File: config.mk
export PLATFORM = sky130hd
export DESIGN_NAME = rr_credit_arbiter
export DESIGN_NICKNAME = d
export VERILOG_FILES = /design/src/rtl/rr_credit_arbiter.sv
export SDC_FILE = /design/constraint.sdc
export NUM_CORES = 1
export LEC_CHECK = 0
export ABC_AREA = 1
export CAP_MARGIN = 0
export CORE_MARGIN = 1.5
export CORE_UTILIZATION = 28
export CTS_BUF_LIST = sky130_fd_sc_hd__clkbuf_8 sky130_fd_sc_hd__clkbuf_16
export CTS_CLUSTER_SIZE = 24
export DETAILED_ROUTE_END_ITERATION = 12
export PLACE_DENSITY = 0.52
export SLEW_MARGIN = 20
export SYNTH_ARGS = -nofsm -noshare
export SYNTH_HDL_FRONTEND = slang
export SYNTH_SLANG_ARGS = --single-unit
File: constraint.sdc
create_clock -name clk -period 3.1 [get_ports clk]
set_input_delay 0.62 -clock clk [delete_from_list [all_inputs] [get_ports clk]]
set_output_delay 0.62 -clock clk [all_outputs]
set_load 0.02 [all_outputs]
File: src/rtl/rr_credit_arbiter.sv
// -----------------------------------------------------------------------------
// rr_credit_arbiter
//
// Output-port arbiter for one output of the 5-port mesh router
// (ports L=0, N=1, E=2, W=3, S=4). It grants the output to one input port
// per packet in round-robin order and holds the grant from the header flit
// through the tail flit (wormhole ownership). Flits are forwarded only while
// the downstream buffer has credits.
//
// Parameters:
//   CREDITS  downstream buffer depth; credit counter reset value and ceiling (1..15)
//   TIMEOUT  watchdog limit in stalled cycles (1..4095); used only when the
//            watchdog is compiled in
//
// Optional feature: define ARB_WATCHDOG_EN to build the stall watchdog.
// Without it, drop is tied low and a lock lasts until its tail is forwarded.
//
// Ports:
//   clk         clock
//   rst         synchronous, active-high reset
//   req[4:0]    bit i: input port i has a valid flit at its buffer head
//   flit_id     3-bit flit type per port, port i at [3i+2:3i]
//               001 header, 010 body, 100 tail, 101 single-flit packet
//   credit_in   downstream freed one slot this cycle
//   grant[4:0]  one-hot owner of the output port, zero when idle
//   sel[2:0]    encoded owner for the crossbar mux, zero when idle
//   fwd         a flit transfers from the owner this cycle (combinational)
//   credits     current credit count
//   busy        a packet currently owns the output
//   credit_err  sticky: credit_in arrived while the count was already full
//   drop        one-cycle pulse: the watchdog released a stalled lock
// -----------------------------------------------------------------------------
module rr_credit_arbiter #(
    parameter int CREDITS = 4,
    parameter int TIMEOUT = 255
) (
    input  logic        clk,
    input  logic        rst,
    input  logic [4:0]  req,
    input  logic [14:0] flit_id,
    input  logic        credit_in,
    output logic [4:0]  grant,
    output logic [2:0]  sel,
    output logic        fwd,
    output logic [3:0]  credits,
    output logic        busy,
    output logic        credit_err,
    output logic        drop
);

    // Reject configurations the counters cannot represent.
    if (CREDITS < 1 || CREDITS > 15) begin : g_bad_credits
        $error("rr_credit_arbiter: CREDITS must be 1..15");
    end
    if (TIMEOUT < 1 || TIMEOUT > 4095) begin : g_bad_timeout
        $error("rr_credit_arbiter: TIMEOUT must be 1..4095");
    end

    typedef enum logic {
        IDLE   = 1'b0,
        LOCKED = 1'b1
    } state_t;

    state_t     state, state_next;
    logic [2:0] owner, owner_next;
    logic [2:0] last_winner, last_winner_next;

    logic [4:0] eligible;
    logic [2:0] winner;
    logic       owner_req;
    logic       owner_tail;
    logic       wd_fire;

    // The body bit of each flit type never changes a decision: headers are
    // recognised by bit 0 and packet ends by bit 2.
    logic unused_body_bits;
    assign unused_body_bits = ^{flit_id[13], flit_id[10], flit_id[7], flit_id[4], flit_id[1]};

    // Only header flits may open a new packet.
    always_comb begin
        for (int i = 0; i < 5; i++) begin
            eligible[i] = req[i] & flit_id[3*i];
        end
    end

    // Round-robin pick: scan from last_winner+1 around the ring. The scan runs
    // backwards so the last assignment is the first eligible port in order.
    always_comb begin : pick_winner
        logic [3:0] sum;
        logic [2:0] idx;
        // NOTE: every variable written in a combinational block gets a default
        // before any conditional assignment, otherwise a latch is inferred.
        winner = 3'd0;
        sum    = 4'd0;
        idx    = 3'd0;
        for (int k = 5; k >= 1; k--) begin
            sum = {1'b0, last_winner} + 4'(k);
            idx = (sum >= 4'd5) ? 3'(sum - 4'd5) : sum[2:0];
            if (eligible[idx]) begin
                winner = idx;
            end
        end
    end

    // Owner's request and whether its head flit ends the packet.
    always_comb begin
        owner_req  = 1'b0;
        owner_tail = 1'b0;
        for (int i = 0; i < 5; i++) begin
            if (owner == 3'(i)) begin
                owner_req  = req[i];
                owner_tail = flit_id[3*i+2];
            end
        end
    end

    assign busy  = (state == LOCKED);
    assign grant = busy ? (5'b00001 << owner) : 5'b00000;
    assign sel   = busy ? owner : 3'd0;
    assign fwd   = busy & owner_req & (credits != 4'd0);

    // Next-state logic. A header from the owner while locked is forwarded like
    // a body flit because only bit 2 ends the packet.
    always_comb begin
        state_next       = state;
        owner_next       = owner;
        last_winner_next = last_winner;
        case (state)
            IDLE: begin
                if (|eligible) begin
                    state_next = LOCKED;
                    owner_next = winner;
                end
            end
            LOCKED: begin
                if (wd_fire || (fwd && owner_tail)) begin
                    state_next       = IDLE;
                    last_winner_next = owner;
                end
            end
            default: state_next = IDLE;
        endcase
    end

    always_ff @(posedge clk) begin
        // NOTE: state registers use non-blocking assignments so every register
        // samples pre-edge values regardless of statement order.
        if (rst) begin
            state       <= IDLE;
            owner       <= 3'd0;
            last_winner <= 3'd4;  // port 0 has top priority after reset
        end else begin
            state       <= state_next;
            owner       <= owner_next;
            last_winner <= last_winner_next;
        end
    end

    // Credit counter: a simultaneous forward and return cancel out. A return
    // at the ceiling with no forward is a protocol error and is recorded.
    always_ff @(posedge clk) begin
        if (rst) begin
            credits    <= 4'(CREDITS);
            credit_err <= 1'b0;
        end else begin
            case ({fwd, credit_in})
                2'b10: credits <= credits - 4'd1;
                2'b01: begin
                    if (credits == 4'(CREDITS)) begin
                        credit_err <= 1'b1;
                    end else begin
                        credits <= credits + 4'd1;
                    end
                end
                default: ;
            endcase
        end
    end

`ifdef ARB_WATCHDOG_EN
    // Counts consecutive locked cycles where the owner has nothing to send.
    // Reaching TIMEOUT releases the lock on the following cycle; credits are
    // left as they are because flits already sent still occupy the buffer.
    logic [11:0] wd_cnt;

    assign wd_fire = busy && (wd_cnt == 12'(TIMEOUT));

    always_ff @(posedge clk) begin
        if (rst) begin
            wd_cnt <= 12'd0;
            drop   <= 1'b0;
        end else begin
            drop <= wd_fire;
            if (!busy || owner_req || wd_fire) begin
                wd_cnt <= 12'd0;
            end else begin
                wd_cnt <= wd_cnt + 12'd1;
            end
        end
    end
`else
    assign wd_fire = 1'b0;
    assign drop    = 1'b0;
`endif

endmodule

[Word level (Yosys, flattened, before mapping)]
Index checks and enable logic that the tools add are counted.
Word-level totals
  register bits: 12
  input bits: 23
  output and inout port bits: 16
  word-level logic and storage cells: 90
Cells by class
  add/subtract/negate cells: 12
  order comparisons: 10
  equal/unequal tests: 8
  shift-type cells: 1
  multiplexer cells: 37
  bitwise logic cells: 8
  reductions and logical operators: 9
Operator list (number)
  3-bit 2-to-1 mux: 11
  4-bit by 3-bit >= comparator with 1-bit output (second input constant): 5
  3-bit by 4-bit < comparator with 1-bit output (second input constant): 5
  1-bit 2-to-1 mux: 17
  1-bit binary-select mux with 3-bit select: 5
  3-bit subtractor (second input constant): 5
  3-bit by 2-bit adder with 4-bit output (second input constant): 2
  3-bit by 3-bit adder with 4-bit output (second input constant): 2
  4-bit case mux with 2 select lines: 1
  2-bit AND reduction: 4
  1-bit bitwise AND: 7
  3-bit by 2-bit == test with 1-bit output (second input constant): 2
  5-bit 2-to-1 mux: 1
  5-bit OR reduction: 1
  1-bit by 3-bit left shift with 5-bit output (first input constant): 1
  3-bit by 1-bit adder with 4-bit output (second input constant): 1
  4-bit by 1-bit adder with 4-bit output (second input constant): 1
  4-bit by 3-bit == test with 1-bit output (second input constant): 1
  4-bit 2-to-1 mux: 1
  4-bit nonzero test: 1
  4-bit by 1-bit subtractor with 4-bit output (second input constant): 1
  3-bit by 1-bit == test with 1-bit output (second input constant): 1
  3-bit == test (second input constant): 1
  3-bit zero test: 1
  other kinds (7): 7

[Longest topological paths before layout]
Gate-level depths: netlist of the first run.
  word-level depth: 11
  mapped depth: 18
  gate-level depth less buffers: 17

[Worst setup path before layout of the first run]
Ideal clock, no wire load.
  path kind: register -> register
  start point: register last_winner[0]
  end point: register owner[0]
  data arrival time: 2.366 ns
  required time: 3.030 ns
  setup slack: 0.664 ns
  stages on the path, launching flop included: 17
  path buffers: 1
  period minus slack after synthesis: 2.436 ns
  path through: dfxtp_1 > buf_4 > inv_2 > ha_1 > inv_1 > fa_1 > o21bai_4 > o21ai_0 > nand3b_1 > nand2_1 > nand2_1 > inv_1 > nor2_2 > nor2_1 > nor2_1 > nand2_1 > a21oi_1
Between the ends
  cells in the longest elaborated chain, start to end: 10
  elaborated cells between the ends (all ways): 35
RTL lines
  start: declaration: RTL line 66  | logic [2:0] last_winner, last_winner_next;
  start signal: assignment: RTL line 155  | last_winner <= last_winner_next;
  3-bit by 3-bit adder with 4-bit output: RTL line 97  | sum = {1'b0, last_winner} + 4'(k);
  4-bit by 3-bit >= comparator with 1-bit output / 3-bit subtractor (equally long branches): RTL line 98  | idx = (sum >= 4'd5) ? 3'(sum - 4'd5) : sum[2:0];
  3-bit 2-to-1 mux: RTL line 98
  1-bit binary-select mux with 3-bit select: RTL line 99  | if (eligible[idx]) begin
  1-bit 2-to-1 mux (implied by the code): RTL line 99
  3-bit 2-to-1 mux (4 in series): RTL line 99
  3-bit 2-to-1 mux *: RTL line 99
  end signal: assignment: RTL line 154  | owner <= owner_next;
  end: declaration: RTL line 65  | logic [2:0] owner, owner_next;
Mark *: on every way between the ends. The rest lies on a longest branch, timed or not. The select of a mux whose other input is x is not followed.
A chain may end at the register's enable or synchronous reset.

[Worst setup path in the final report of the first run]
  start point: input port req[0]
  end point: output port fwd
Between the ends
  cells in the longest elaborated chain, start to end: 7
RTL lines
  start: declaration: RTL line 39  | input logic [4:0] req,
  1-bit 2-to-1 mux (5 in series): RTL line 110  | if (owner == 3'(i)) begin
  1-bit bitwise AND (2 in series): RTL line 120  | assign fwd = busy & owner_req & (credits != 4'd0);
  end: declaration: RTL line 44  | output logic fwd,
No other way between the ends.

==> metrics.txt, run 1 <==
status=finished clean; Finished Core Util=0.372; DRC viols=0; Post-synth ARST share=0; worst slew pin tran=531 ps; Starting Density=0.289; number of flops mapped to enable cells by yosys=0; Yosys reg bits=12; Chip Height=81.0 µm; ANT cells=0; num rows=28; I/O pin count=39; non-filler instance count after layout=395; Die W=81.0 µm; Final GP Congestion=0.821; initial antenna violation count=0; Critical Path RT=2480 ps; relative slew slack=0.643; Synth Warn #=0; share of cells above drive strength 1=0.128; sequential share of power=0.154; unrepaired setup endpoints after global routing=false; CTS Hold Buffers Added=0; minimum clock period=2770 ps; ranking of synthesized cells by area=nand2_1, dfxtp_1, nand3_1; Clock Sinks=12; post-placement cell count=391; # Post-CTS Setup Buffers=0; CTS root buf=clkbuf_8; synth-to-layout area growth=28.4%; Worst setup SP type=input pin; hold violation total from the final report=0; critical path class=input pin to output pin; H-tree depth=1; Logic pwr share=0.758; Mapped Avg Cell Area=6.04 µm²; DR pass1 iterations=4; GRT Total Usage=0.147; total core area=5890 µm²; WL/cell=11.5 µm; TritonCTS buffer count=3; fin area=2190 µm²; vias in the first global route=1687; Internal Power=0.897 mW; filler instances=646; 1st-iter DRT viols=119; cell count after synthesis=282; switch share=0.536; Final Skew=2.45 ps; Longest Clk Path Bufs=2; HPWL after DPL=3830 µm; top_reg_cell synth=dfxtp_1; Hold Slack=450 ps; clock group share of total power=0.088; first-pass GRT wire length=7810 µm; Net Switching=1.03 mW; max-slew violations=0; vias per std cell=4.63; period utilisation layout=0.895; Vias=1830; critical path data arrival time=2150 ps; CTS tree=built; post-place instance area=2130 µm²; Static Leakage=1.06 nW; fin nets=359; die area=6560 µm²; clock transition at the registers of the reported paths=50 ps; Buffers on Ports=32; # setup viols final=0; max cap viols=0; total gr overflow=0; Worst Hold Class=register to register; Synth top area share=0.176; largest area contributor in the netlist=nand2_1; Post-Route WL=4560 µm; synthesized area=1700 µm²; register area share after synthesis=0.141; Setup Total Neg Slack=0 ps; Critical Path End Type=output pin; worst skew pair latency=240 ps; Max VDD drop=408 µV; Power Dens Cells=883 nW/µm²; post-synthesis net count=320; Cell variety after synth=34; Post-CTS Resized=0; fmax=360 MHz; largest net degree at the start of global routing=13; Final ANT Viol Nets=0; crit path max fanout=4
Yosys cell counts, types with 2 or more instances:
master	count
xnor2_1	3
nor2_1	15
nor4_1	4
nand3b_1	2
nand2_2	6
buf_4	3
xor2_1	3
nand2_1	80
nor3_2	2
fa_1	2
a21oi_1	12
o211ai_1	4
inv_2	7
dfxtp_1	12
nand3_1	35
ha_1	13
nand2_4	2
inv_1	36
nor2_2	5
o21ai_0	8
nand4_1	9
o21ai_1	4
nand3_2	4
final timing paths:
check	start	to	slack, ps	cells past startpoint
worst max-delay path	req[0]	fwd	330	8
worst min-delay path	credit_err	credit_err	450	2
worst min register to register	credit_err	credit_err	450	2
worst max register to register	last_winner[1]	owner[1]	530	14
flip-flops by register name, summed over array words and instances (netlist names):
signal,flops
busy,1
credit_err,1
credits,4
last_winner,3
owner,3
stage by stage:
step	total power, mW	setup WS (ps)
after floorplan	1.36	664
after global placement	1.76	349
after detailed placement	1.77	335
after CTS	1.94	329
after global routing	2.19	206
final	1.93	325
placed cells by master, fill, tap and decap left out, types with 2 or more instances in the layout:
cell type         n
nand2_1          80
inv_1            36
nand3_1          35
clkdlybuf4s50_1  32
nor2_1           15
ha_1             13
a21oi_1          12
dfxtp_1          12
nand4_1           9
o21ai_0           8
inv_2             7
nand2_2           6
nor2_2            5
buf_4             5
nand3_2           4
nor4_1            4
o21ai_1           4
o211ai_1          4
clkbuf_8          4
xnor2_1           3
xor2_1            3
nor3_2            2
nand2_4           2
nand3b_1          2
fa_1              2
logic make-up (layout without fill, tap and decap cells):
kind of cell | count (synthesis) | after routing | synth area share
fa+ha+maj | 15 | 15 | 0.119
simple gates | 167 | 167 | 0.470
compound gates | 35 | 35 | 0.129
other cells | 1 | 1 | 0.00220
xor+xnor | 6 | 6 | 0.0309
buf+inv | 46 | 84 | 0.108
flops | 12 | 12 | 0.141
metal layers:
layer,vias up,GRT usage,share of wire
li1,998,-,-
met1,804,0.214,0.51
met4,0,0.0155,0.0026
met2,26,0.242,0.46
met3,2,0.0146,0.029
met5,-,0,0
final cells by class:
class	count	area, µm²	share of cell area
Tap cell	75	93.8	0.0429
Inverter	43	161	0.0738
Clock buffer	4	55.1	0.0252
Multi-Input combinational cell	224	1280	0.585
Timing Repair Buffer	37	358	0.164
Sequential cell	12	240	0.110
critical path: stages:
cell             delay, ps
clkdlybuf4s50_1        500
nand2_2                 60
nand3_2                 70
o21ai_2                 60
nand3_2                 60
nand2_2                 80
inv_1                   90
clkdlybuf4s50_1        610
power groups by stage:
stage | combinational, mW | sequential, mW | clock [mW]
floorplan | 1.05 | 0.311 | 0
global placement | 1.46 | 0.301 | 0
detailed placement | 1.46 | 0.303 | 0
CTS | 1.47 | 0.299 | 0.174
global route | 1.69 | 0.312 | 0.182
finish | 1.46 | 0.298 | 0.170
Note: power is estimated with default switching activity, not from simulation.
==> run 2, diff against run 1 <==
--- a/config.mk
+++ b/config.mk
@@ -13,6 +13,7 @@
 export CTS_CLUSTER_SIZE = 24
 export DETAILED_ROUTE_END_ITERATION = 12
 export PLACE_DENSITY = 0.52
+export RECOVER_POWER = 100
 export SLEW_MARGIN = 20
 export SYNTH_ARGS = -nofsm -noshare
 export SYNTH_HDL_FRONTEND = slang
==> constraint.sdc (replaced) <==
create_clock -name clk -period 3.1 [get_ports clk]
set_input_delay 0.62 -clock clk [delete_from_list [all_inputs] [get_ports clk]]
set_output_delay 0.62 -clock clk [all_outputs]
set_load 0.05 [all_outputs]
==> metrics.txt, run 2 (synthesized netlist as in run 1, its figures left out) <==
minimum clock period=2830 ps (+59.2 ps); initial antenna violation count=0 (unchanged); Final Power=2.00 mW (+3.7%); Vias=1854 (+1.3%); biggest regs=credits (4), last_winner (3), owner (3); DR pass1 iterations=4 (unchanged); CP bufs+invs=3 (unchanged); Max VDD drop=484 µV (+19%); fin nets=359 (unchanged); vias per std cell=4.69 (+1.3%); CTS tree=built; Chip Height=81.0 µm (unchanged); filler instances=632 (-2.2%); Worst setup SP type=input pin; Starting Density=0.289 (unchanged); Largest stage delay, worst path=570 ps (-40 ps); status=finished clean; I/O pin count=39 (unchanged); Worst Hold Class=register to register; total gr overflow=0 (unchanged); # setup viols final=0 (unchanged); unrepaired setup endpoints after global routing=false; critical path data arrival time=2210 ps (+60 ps); Critical Path End Type=output pin; TritonCTS buffer count=3 (unchanged); commonest non-fill, non-tap cell in the layout=nand2_1; worst skew pair latency=240 ps (about the same); Post-CTS Resized=0 (unchanged); DRC viols=0 (unchanged); clock transition at the registers of the reported paths=60 ps (about the same); 1st-iter DRT viols=108 (-9.2%); critical path's slowest cell=dlygate4sd3_1; Longest Clk Path Bufs=2 (unchanged); worst slew pin tran=605 ps (+73.6 ps); Final ANT Viol Nets=0 (unchanged); vias in the first global route=1705 (+1.1%); largest net degree at the start of global routing=13 (unchanged); non-filler instance count after layout=395 (unchanged); HPWL after DPL=3800 µm (-0.68%); WL/cell=11.5 µm (-0.44%); max-slew violations=0 (unchanged); H-tree depth=1 (unchanged); crit path cell chain=dlygate4sd3_1 -> nand2_2 -> nand3_1 -> o21ai_0 -> nand3_2 -> nand2_1 -> inv_1 -> clkbuf_1; critical path class=input pin to output pin; hold violation total from the final report=0 (unchanged); Post-Route WL=4540 µm (-0.44%); post-placement cell count=391 (unchanged); Clock Sinks=12 (unchanged); Static Leakage=1.09 nW (+2.5%); register with the most flip-flops=credits; GRT Total Usage=0.147 (-0.000467); Hold Slack=455 ps (+4.41 ps); share of cells above drive strength 1=0.116 (-0.0125); Power Dens Cells=924 nW/µm² (+4.6%); R2R Setup Slk=510 ps (-20 ps); Final Skew=0.948 ps (-1.51 ps); ANT cells=0 (unchanged); crit path max fanout=4 (unchanged); Setup Total Neg Slack=0 ps (unchanged); max cap viols=0 (unchanged); period utilisation layout=0.914 (+0.0191); synth-to-layout area growth=27.3%; most frequent cells in the layout=nand2_1, nand3_1, inv_1; CTS Hold Buffers Added=0 (unchanged); fmax=353 MHz (-2.1%); crit-path leading delay family=buffers and inverters; first-pass GRT wire length=7730 µm (-0.97%); Die W=81.0 µm (unchanged); CTS root buf=clkbuf_8; relative slew slack=0.599 (-0.0441); Critical Path RT=2480 ps (about the same); die area=6560 µm² (unchanged); number of flip-flops in the largest register=4 (unchanged); Buffers on Ports=32 (unchanged); Final GP Congestion=0.795 (-3.2%); num rows=28 (unchanged); # Post-CTS Setup Buffers=0 (unchanged); total core area=5890 µm² (unchanged)
-- run 2: layout make-up --
class                      count  area [µm²]  share of cell area
multi-input combinational    224        1260               0.584
inverter                      43         161              0.0745
timing repair buffer          37         352               0.162
tap                           75        93.8              0.0433
clock buffer                   4        55.1              0.0254
sequential                    12         240               0.111
-- run 2: worst reg2reg max path: stages, from the launching register on --
cell     delay, ps
dfxtp_1        570
inv_2           80
nand2_4        100
nor2_2          50
nand2_2         60
nand3_1         60
o21ai_0        130
nand3_2        120
nand2_1        150
nand2_1        170
ha_1           320
a21o_1         180
a21oi_1        150
xnor2_1        160
nand3_1         90
nand2_1         60
nor2_1          40
-- run 2: report_power, final --
part           total [mW]  internal [mW]  switching, mW  leakage, nW
sequential          0.297          0.207         0.0899       0.0989
combinational        1.53          0.551          0.982        0.961
clock               0.173          0.112         0.0605       0.0288
-- run 2: routing by layer --
layer,routed length (µm),global-route usage,vias up
met5,0,0,-
met4,46,0.0310,0
met3,131,0.0169,4
met2,2090,0.241,26
met1,2280,0.206,823
li1,-,-,1001
-- run 2: worst paths after layout --
path | cells after the start | to | start
max reg2reg | 16 | credits[3] | owner[1]
min | 2 | credit_err | credit_err
max | 8 | fwd | req[0]
min reg2reg | 2 | credit_err | credit_err
-- run 2: per-stage QoR --
stage	setup slack (ps)	utilization	instance area [µm²]
CTS	474	0.371	2180
detailed placement	405	0.362	2130
finish	266	0.368	2170
global placement	425	0.362	2130
global route	173	0.368	2170
floorplan	107	-	1700
